===== src/rtl/uart_pkg.sv =====
// Shared definitions for the UART transceiver: parity modes, FSM state encoding,
// oversample factor and the parity helper used by both directions.
package uart_pkg;

    localparam int PARITY_NONE = 0;
    localparam int PARITY_ODD  = 1;
    localparam int PARITY_EVEN = 2;

    localparam int OS = 16;

    typedef enum logic [2:0] {
        ST_IDLE,
        ST_START,
        ST_DATA,
        ST_PARITY,
        ST_STOP,
        ST_BREAK
    } uart_state_t;

    // Narrow words are zero-extended by the caller; extra zeros do not change the XOR.
    function automatic logic parity_bit(input logic [8:0] data, input int mode);
        return (mode == PARITY_ODD) ? ~(^data) : ^data;
    endfunction

endpackage


===== src/rtl/uart_baud_tick.sv =====
// Free-running oversample tick generator: one-cycle os_tick every DIV sys_clk cycles,
// where DIV is CLK_HZ / (BAUD*OS) rounded to nearest.
module uart_baud_tick #(
    parameter int CLK_HZ = 50_000_000,
    parameter int BAUD   = 115200,
    parameter int OS     = 16
) (
    input  logic sys_clk,
    input  logic rst,
    output logic os_tick
);

    localparam int DIV = (CLK_HZ + (BAUD * OS) / 2) / (BAUD * OS);
    localparam int CW  = (DIV < 2) ? 1 : $clog2(DIV);

    if (DIV < 2) begin : g_div_check
        $error("uart_baud_tick: clock too slow for requested baud rate");
    end

    logic [CW-1:0] cnt;

    assign os_tick = (cnt == CW'(DIV - 1));

    always_ff @(posedge sys_clk or posedge rst) begin
        if (rst) begin
            cnt <= '0;
        end else if (os_tick) begin
            cnt <= '0;
        end else begin
            cnt <= cnt + 1'b1;
        end
    end

endmodule


===== src/rtl/uart_transceiver.sv =====
// Full-duplex UART with configurable frame format; TX and RX FSMs share one
// oversample tick, RX samples mid-bit and rejects start-bit glitches.
module uart_transceiver
    import uart_pkg::*;
#(
    parameter int CLK_HZ    = 50_000_000,
    parameter int BAUD      = 115200,
    parameter int DATA_BITS = 8,
    parameter int PARITY    = 0,
    parameter int STOP_BITS = 1
) (
    input  logic                 sys_clk,
    input  logic                 rst,
    input  logic                 tx_en,
    input  logic [DATA_BITS-1:0] tx_data,
    output logic                 uart_tx,
    output logic                 uart_tx_busy,
    input  logic                 uart_rx,
    output logic [DATA_BITS-1:0] rx_data,
    output logic                 rx_valid,
    output logic                 rx_parity_err,
    output logic                 rx_frame_err
);

    if (DATA_BITS < 5 || DATA_BITS > 9) begin : g_bits_check
        $error("uart_transceiver: DATA_BITS must be 5..9");
    end
    if (PARITY < 0 || PARITY > 2) begin : g_parity_check
        $error("uart_transceiver: PARITY must be 0, 1 or 2");
    end
    if (STOP_BITS < 1 || STOP_BITS > 2) begin : g_stop_check
        $error("uart_transceiver: STOP_BITS must be 1 or 2");
    end

    localparam logic [4:0] BIT_LAST  = 5'(OS - 1);
    localparam logic [4:0] HALF_LAST = 5'(OS / 2 - 1);
    localparam logic [4:0] STOP_LAST = 5'(OS * STOP_BITS - 1);
    localparam logic [3:0] WORD_LAST = 4'(DATA_BITS - 1);

    logic os_tick;

    uart_baud_tick #(.CLK_HZ(CLK_HZ), .BAUD(BAUD), .OS(OS)) u_baud (
        .sys_clk (sys_clk),
        .rst     (rst),
        .os_tick (os_tick)
    );

    uart_state_t          tx_state, tx_state_n;
    logic [4:0]           tx_cnt, tx_cnt_n;
    logic [3:0]           tx_idx, tx_idx_n;
    logic [DATA_BITS-1:0] tx_word, tx_word_n;
    logic                 tx_par, tx_par_n, tx_line, tx_line_n, tx_busy, tx_busy_n;

    assign uart_tx      = tx_line;
    assign uart_tx_busy = tx_busy;

    always_ff @(posedge sys_clk or posedge rst) begin
        if (rst) begin
            tx_state <= ST_IDLE;
            tx_cnt   <= '0;
            tx_idx   <= '0;
            tx_word  <= '0;
            tx_par   <= 1'b0;
            tx_line  <= 1'b1;
            tx_busy  <= 1'b0;
        end else begin
            tx_state <= tx_state_n;
            tx_cnt   <= tx_cnt_n;
            tx_idx   <= tx_idx_n;
            tx_word  <= tx_word_n;
            tx_par   <= tx_par_n;
            tx_line  <= tx_line_n;
            tx_busy  <= tx_busy_n;
        end
    end

    // Busy in IDLE means a word is latched and waits for the next tick to start.
    always_comb begin
        tx_state_n = tx_state;
        tx_cnt_n   = tx_cnt;
        tx_idx_n   = tx_idx;
        tx_word_n  = tx_word;
        tx_par_n   = tx_par;
        tx_line_n  = tx_line;
        tx_busy_n  = tx_busy;
        case (tx_state)
            ST_IDLE: begin
                tx_line_n = 1'b1;
                if (!tx_busy && tx_en) begin
                    tx_busy_n = 1'b1;
                    tx_word_n = tx_data;
                    tx_par_n  = parity_bit(9'(tx_data), PARITY);
                end else if (tx_busy && os_tick) begin
                    tx_state_n = ST_START;
                    tx_line_n  = 1'b0;
                    tx_cnt_n   = '0;
                end
            end
            ST_START: if (os_tick) begin
                tx_cnt_n = tx_cnt + 1'b1;
                if (tx_cnt == BIT_LAST) begin
                    tx_state_n = ST_DATA;
                    tx_cnt_n   = '0;
                    tx_idx_n   = '0;
                    tx_line_n  = tx_word[0];
                end
            end
            ST_DATA: if (os_tick) begin
                tx_cnt_n = tx_cnt + 1'b1;
                if (tx_cnt == BIT_LAST) begin
                    tx_cnt_n = '0;
                    if (tx_idx == WORD_LAST) begin
                        tx_state_n = (PARITY == PARITY_NONE) ? ST_STOP : ST_PARITY;
                        tx_line_n  = (PARITY == PARITY_NONE) ? 1'b1 : tx_par;
                    end else begin
                        tx_idx_n  = tx_idx + 1'b1;
                        tx_word_n = tx_word >> 1;
                        tx_line_n = tx_word[1];
                    end
                end
            end
            ST_PARITY: if (os_tick) begin
                tx_cnt_n = tx_cnt + 1'b1;
                if (tx_cnt == BIT_LAST) begin
                    tx_state_n = ST_STOP;
                    tx_cnt_n   = '0;
                    tx_line_n  = 1'b1;
                end
            end
            ST_STOP: if (os_tick) begin
                tx_cnt_n = tx_cnt + 1'b1;
                if (tx_cnt == STOP_LAST) begin
                    tx_state_n = ST_IDLE;
                    tx_cnt_n   = '0;
                    tx_busy_n  = 1'b0;
                end
            end
            default: tx_state_n = ST_IDLE;
        endcase
    end

    logic                 rx_s1, rx_s2, rx_prev;
    logic                 rx_line;
    uart_state_t          rx_state, rx_state_n;
    logic [4:0]           rx_cnt, rx_cnt_n;
    logic [3:0]           rx_idx, rx_idx_n;
    logic [DATA_BITS-1:0] rx_word, rx_word_n, rx_data_n;
    logic                 rx_perr, rx_perr_n;
    logic                 rx_valid_n, rx_parity_err_n, rx_frame_err_n;

    assign rx_line = rx_s2;

    always_ff @(posedge sys_clk or posedge rst) begin
        if (rst) begin
            rx_s1         <= 1'b1;
            rx_s2         <= 1'b1;
            rx_prev       <= 1'b1;
            rx_state      <= ST_IDLE;
            rx_cnt        <= '0;
            rx_idx        <= '0;
            rx_word       <= '0;
            rx_perr       <= 1'b0;
            rx_data       <= '0;
            rx_valid      <= 1'b0;
            rx_parity_err <= 1'b0;
            rx_frame_err  <= 1'b0;
        end else begin
            rx_s1         <= uart_rx;
            rx_s2         <= rx_s1;
            rx_prev       <= rx_line;
            rx_state      <= rx_state_n;
            rx_cnt        <= rx_cnt_n;
            rx_idx        <= rx_idx_n;
            rx_word       <= rx_word_n;
            rx_perr       <= rx_perr_n;
            rx_data       <= rx_data_n;
            rx_valid      <= rx_valid_n;
            rx_parity_err <= rx_parity_err_n;
            rx_frame_err  <= rx_frame_err_n;
        end
    end

    // START counts half a bit to land mid-bit; every later sample is a full bit apart.
    always_comb begin
        rx_state_n      = rx_state;
        rx_cnt_n        = rx_cnt;
        rx_idx_n        = rx_idx;
        rx_word_n       = rx_word;
        rx_perr_n       = rx_perr;
        rx_data_n       = rx_data;
        rx_valid_n      = 1'b0;
        rx_parity_err_n = rx_parity_err;
        rx_frame_err_n  = rx_frame_err;
        case (rx_state)
            ST_IDLE: if (rx_prev && !rx_line) begin
                rx_state_n = ST_START;
                rx_cnt_n   = '0;
            end
            ST_START: if (os_tick) begin
                rx_cnt_n = rx_cnt + 1'b1;
                if (rx_cnt == HALF_LAST) begin
                    rx_cnt_n   = '0;
                    rx_idx_n   = '0;
                    rx_perr_n  = 1'b0;
                    rx_state_n = rx_line ? ST_IDLE : ST_DATA;
                end
            end
            ST_DATA: if (os_tick) begin
                rx_cnt_n = rx_cnt + 1'b1;
                if (rx_cnt == BIT_LAST) begin
                    rx_cnt_n  = '0;
                    rx_word_n = {rx_line, rx_word[DATA_BITS-1:1]};
                    rx_idx_n  = rx_idx + 1'b1;
                    if (rx_idx == WORD_LAST) begin
                        rx_state_n = (PARITY == PARITY_NONE) ? ST_STOP : ST_PARITY;
                    end
                end
            end
            ST_PARITY: if (os_tick) begin
                rx_cnt_n = rx_cnt + 1'b1;
                if (rx_cnt == BIT_LAST) begin
                    rx_cnt_n   = '0;
                    rx_perr_n  = (rx_line != parity_bit(9'(rx_word), PARITY));
                    rx_state_n = ST_STOP;
                end
            end
            ST_STOP: if (os_tick) begin
                rx_cnt_n = rx_cnt + 1'b1;
                if (rx_cnt == BIT_LAST) begin
                    rx_cnt_n        = '0;
                    rx_valid_n      = 1'b1;
                    rx_data_n       = rx_word;
                    rx_parity_err_n = rx_perr;
                    rx_frame_err_n  = !rx_line;
                    rx_state_n      = rx_line ? ST_IDLE : ST_BREAK;
                end
            end
            ST_BREAK: if (rx_line) begin
                rx_state_n = ST_IDLE;
            end
            default: rx_state_n = ST_IDLE;
        endcase
    end

endmodule

===== config.mk =====
export PLATFORM = sky130hd
export DESIGN_NAME = uart_transceiver
export DESIGN_NICKNAME = d
export VERILOG_FILES = /design/src/rtl/uart_pkg.sv /design/src/rtl/uart_baud_tick.sv /design/src/rtl/uart_transceiver.sv
export SDC_FILE = /design/constraint.sdc
export NUM_CORES = 1
export LEC_CHECK = 0
export ABC_CLOCK_PERIOD_IN_PS = 2300
export CORE_MARGIN = 2
export CORE_UTILIZATION = 54
export CTS_BUF_LIST = sky130_fd_sc_hd__clkbuf_4
export CTS_CLUSTER_DIAMETER = 150
export DETAILED_ROUTE_END_ITERATION = 8
export GPL_ROUTABILITY_DRIVEN = 0
export PLACE_DENSITY = 0.87
export SLEW_MARGIN = 5
export SYNTH_ARGS = -nofsm -noshare
export SYNTH_HDL_FRONTEND = slang
export SYNTH_HIERARCHICAL = 1
export SYNTH_SLANG_ARGS = --single-unit

===== constraint.sdc =====
create_clock -name sys_clk -period 2.3 [get_ports sys_clk]
set_clock_uncertainty 0.2 [all_clocks]
set_input_delay 0.575 -clock sys_clk [delete_from_list [all_inputs] [get_ports sys_clk]]
set_output_delay 0.575 -clock sys_clk [all_outputs]
set_load 0.03 [all_outputs]

==> Yosys cells after proc, flatten, opt, wreduce, memory -nomap -nowiden <==
Cells that the tools add are included.
{ "word_totals": {"regBits": 62, "wordCells": 172} }
{ "classes": {"addsub": 5, "n_reduce_logical": 30, "n_mux": 76, "n_eq_ne": 42} }
{ "op_table": {"columns": ["op", "count"], "rows": [
  ["3-bit 2-to-1 mux", 23],
  ["5-bit 2-to-1 mux", 10],
  ["2-bit inequality test, second input constant", 24],
  ["4-bit 2-to-1 mux", 9],
  ["8-bit 2-to-1 mux", 4],
  ["11-bit AND reduction", 2],
  ["1-bit 2-to-1 mux", 19],
  ["3-bit case mux with 6 select lines", 1],
  ["4-bit case mux with 2 select lines", 2],
  ["8-bit case mux with 2 select lines", 1],
  ["5-bit by 1-bit adder with 5-bit output, second input constant", 3],
  ["3-bit case mux with 5 select lines", 1],
  ["5-bit case mux with 3 select lines", 1],
  ["5-bit AND reduction", 3],
  ["3-bit by 2-bit == test with 1-bit output, second input constant", 4],
  ["4-bit AND reduction", 3],
  ["2-bit nonzero test", 6],
  ["5-bit by 4-bit == test with 1-bit output, second input constant", 2],
  ["5-bit case mux with 2 select lines", 1],
  ["3-bit == test, second input constant", 3],
  ["9-bit parity", 1],
  ["4-bit by 1-bit adder with 4-bit output, second input constant", 2],
  ["4-bit by 3-bit == test with 1-bit output, second input constant", 2],
  ["7-bit AND reduction", 1],
  ["other kinds (17)", 25]
]} }

==> Longest topological paths before layout <==
{ "logic_depth": {"ltp_word": 5, "ltp_mapped": 11, "ltp_nobuf": 8} }

==> Modules after synthesis <==
The synthesis kept the hierarchy.
{ "by_module_without_submodules": {"columns": ["module", "instances", "cells_per_inst", "area_each_um2", "seq_area_each_um2"], "rows": [
  ["uart_transceiver", 1, 267, 2879.0, 1431.4],
  ["uart_baud_tick", 1, 25, 270.3, 125.1]
]} }

==> Worst setup path after synthesis <==
OpenSTA, ideal clock, no wires.
{ "synth_path": {"kind": "register -> register", "start": "reg u_baud.cnt[0]", "end": "reg tx_word[0]", "arrival_time_ns": 2.112, "slack_ns": -0.137, "period_less_slack_ns": 2.437, "path_stages_with_launch": 9, "setup_ns": 0.125, "cell_sequence": "dfrtp_1 > inv_1 > ha_1 > and4b_1 > buf_6 > or3b_1 > o22a_2 > nor2_8 > mux2_2"} }
{ "synth_between": {"elab_chain_cells": 3} }
{ "synth_lines": {"columns": ["element", "line", "text"], "rows": [
  ["from (decl)", "uart_baud_tick.sv:20", "logic [CW-1:0] cnt;"],
  ["from (signal assigned)", "uart_baud_tick.sv:30", "cnt <= cnt + 1'b1;"],
  ["5-bit == test", "uart_baud_tick.sv:22", "assign os_tick = (cnt == CW'(DIV - 1));"],
  ["named net os_tick", "uart_transceiver.sv:40", "logic os_tick;"],
  ["2-bit inequality test (no line)", null, null],
  ["5-bit AND reduction (no line)", null, null],
  ["to (signal assigned)", "uart_transceiver.sv:70", "tx_word <= tx_word_n;"],
  ["to (decl)", "uart_transceiver.sv:51", "logic [DATA_BITS-1:0] tx_word, tx_word_n;"]
]} }
The timed path passes the listed nets, and every way through them passes these cells.
A chain may end at the register's enable or synchronous reset.

==> Worst setup path in the final report <==
{ "layout_path": {"start": "reg u_baud.cnt[0]", "end": "reg tx_word[1]"} }
The elaborated chain is that of the path after synthesis.

==> run metrics <==
run status=complete, but fails checks; failing checks=negative setup slack; TritonCTS buffer count=9; largest net degree at the start of global routing=28; Filler Cells Inserted=396; RSZ-0062 raised after global routing=yes; reg-to-reg startpoint=u_baud/cnt[0]$_DFF_PP0_; number of design rule violations left after detail routing=0; violation count after the first detailed-route iteration=130; Slew Limit Headroom=0.628; maximum resistive drop on vdd=582 uV; Leakage=1.62 nW; die outline area=6460 um^2; vertical die dimension=80.4 um; Max FO, Critical Path=8; Final Hold Vio Count=0; final worst-path setup slack=-53.5 ps; share of cells above drive strength 1=0.271; total power after layout=2.26 mW; power per cell area=599 nW/um^2; area added between synthesis and finish=19.7%; Tot GR Track Use=0.212; number of max-slew violations in the final report=0; syn avg cell area=10.8 um^2; sort of element at the start of the critical path=flop; synthesized net count=311; CTS tree=done; number of cells on the worst hold path=0; cell with the largest stage delay on the worst path=sky130_fd_sc_hd__dfrtp_1; fmax=425 MHz; count of flip-flops with a built-in enable after synthesis=0; path class of the lowest-slack min-delay path=reg -> reg; top cell family by delay on the critical path=simple AND/OR/NAND/NOR gates; placement-stage cell area=3560 um^2; cell area after technology mapping=3150 um^2; Setup crit start=u_baud/cnt[0]$_DFF_PP0_; final clock period utilization by the worst path=1.02; gate count of the mapped netlist=292; cells taking the most area after synthesis=sky130_fd_sc_hd__dfrtp_1, sky130_fd_sc_hd__mux2_2, sky130_fd_sc_hd__o21ai_0; Worst setup EP type=flop; wire length of the first global-routing pass=10400 um; I/O pin total=25; FF-to-FF path depth=7; Layout Cell Area excl Fill=3770 um^2; cells along the critical path=inv_2 > ha_4 > and4b_2 > or3b_4 > o22a_4 > nor2_8 > mux2_2; standard-cell rows=27; final routed wire length divided by cell count=14.8 um; core region area=5570 um^2; count of cell types in the netlist=51; transition time of the tightest slew-check pin=557 ps; endpoint of the worst register-to-register path=tx_word[1]$_DFFE_PP0P_; flip-flop and latch count after synthesis=62; Endpoint, Worst Hold=rx_line$_DFF_PP1_; Worst Hold Margin=164 ps; register-to-register setup slack=-50 ps; Starting Density=0.565; IO buf count=24; vias in the first global route=2337; number of iterations in the first detailed-routing pass=5; dominant cell type by area after synthesis=sky130_fd_sc_hd__dfrtp_1; final core utilization=0.677; kind of critical path=reg -> reg; Yosys top cell area share=0.461; insertion delay of the later-clocked pin in the worst-skew pair=420 ps; half-perimeter wire length after placement=4300 um; drt total wl=6040 um; worst stage delay on the critical path=420 ps; worst slack at placement=-50.8 ps; worst path arrival time=2460 ps; clock tree sinks=62; proportion of synthesized flip-flops having asynchronous set or reset=1.00; final critical path time including I/O delays and setup=2350 ps; share of synthesized area occupied by flip-flops and latches=0.494; diode count=0; Max clock buf depth=2; worst endpoint required time=2410 ps; Final setup viols=8; # Max-Cap Violations=0; average via count per standard cell=5.71; buffers inserted by post-CTS timing repair=0; Max H-tree Level=3; Post-synth top flop=sky130_fd_sc_hd__dfrtp_1; HP Start=rx_s1$_DFF_PP1_; CP Buf/Inv Count=1; count of warnings emitted by yosys=6; via count of the routed design=2328; master cell of the clock root buffer=sky130_fd_sc_hd__clkbuf_4; number of nets in the final layout=350; overall overflow remaining after global route=0; antenna violations before repair=0; residual antenna-violating net count after detailed routing=0; Horiz. Die Dim=80.4 um; clock-pin slew on the worst setup and hold paths=110 ps
state kept, by name, indices dropped and copies added (netlist names):
name,flops
tx_state,3
rx_frame_err,1
uart_tx,1
rx_idx,4
rx_word,8
rx_valid,1
uart_tx_busy,1
tx_cnt,5
rx_s1,1
rx_parity_err,1
tx_idx,4
rx_cnt,5
u_baud/cnt,5
rx_state,3
rx_prev,1
rx_line,1
rx_perr,1
tx_word,8
rx_data,8
layout by cell type, fill, tap and decap left out, drive strengths merged, types with 2 or more instances in the layout:
master and instances:
dfrtp 58, a211oi 4, xnor2 8, o21ai 25, o221ai 2, or2 2, dfstp 4, ha 7
inv 9, nor3 6, buf 17, and2 3, clkbuf 9, nor2b 2, nand2b 6, or3b 2
nand4b 3, clkdlybuf4s50 22, dlygate4sd2 2, nor2 21, nand3b 5, mux2 34, and3 2, a21oi 12
xor2 4, o31ai 2, nand3 11, nand2 24, a211o 4, and4b 3, clkinv 3
cells by family (layout without fill, tap and decap cells):
group	Yosys count	in the layout	synth area share
AO/OA/AOI/OAI	60	60	0.120
XOR/XNOR	12	12	0.0334
adder cells (fa/ha/maj)	7	7	0.0278
buffers and inverters	20	64	0.0314
flip-flops	62	62	0.494
multiplexers	35	35	0.125
AND/OR/NAND/NOR	96	96	0.169
timing repair:
item | in CTS | in global routing
gates resized for setup | 9 | 6
hold buffers | 0 | 0
pin swaps | 1 | 0
setup endpoints to repair | 31 | 36
power by group:
group / leakage (nW) / total (mW) / switching (mW) / internal [mW]
Combinational: 0.741 / 0.272 / 0.144 / 0.128
Clock: 0.0771 / 0.782 / 0.439 / 0.343
Sequential: 0.806 / 1.20 / 0.0837 / 1.12
Total: 1.62 / 2.26 / 0.667 / 1.59
synth_stat cells, drive strengths merged, types with 2 or more instances:
master,instances
nand3,11
inv,7
buf,9
nand4b,3
dfrtp,58
a211o,4
o31ai,2
o21ai,25
and2,3
a211oi,4
o221ai,2
nand2,24
dfstp,4
or3b,2
and4b,3
nor2b,2
clkbuf,4
ha,7
and3,2
mux2,34
xnor2,8
or2,2
nand2b,6
nor3,6
nor2,21
nand3b,5
xor2,4
a21oi,12
stage by stage:
stage	setup TNS, ps	cells
detailed placement	-636	392
global route	-1080	408
floorplan	-1010	292
finish	-355	408
CTS	-389	408
global placement	0	392
metal layers:
metal / vias up / global-route usage / share of wire / routed length, um
li1: 1129 / - / - / -
met1: 1143 / 0.265 / 0.44 / 2690
met2: 48 / 0.350 / 0.51 / 3070
met3: 8 / 0.0461 / 0.028 / 172
met4: 0 / 0.105 / 0.018 / 109
met5: - / 0 / 0 / 0
area by class of cell:
cell class,instances,area [um^2],share of cell area
Clock inverter,7,81.3,0.0216
Timing Repair Buffer,41,378,0.100
Sequential cell,62,1560,0.413
Tap cell,72,90.1,0.0239
Clock buffer,9,67.6,0.0179
Inverter,7,26.3,0.00697
Multi-Input combinational cell,210,1570,0.417
worst max path at each step:
stage / depth (start not counted) / end / slack, ps
after floorplan: 8 / tx_word[0]$_DFFE_PP0P_ / -110
after global placement: 7 / tx_word[5]$_DFFE_PP0P_ / 40
after detailed placement: 7 / tx_word[2]$_DFFE_PP0P_ / -50
after CTS: 7 / tx_word[2]$_DFFE_PP0P_ / -60
after global routing: 7 / tx_word[3]$_DFFE_PP0P_ / -110
final: 7 / tx_word[1]$_DFFE_PP0P_ / -50
Power figures use the tool's default switching activity.
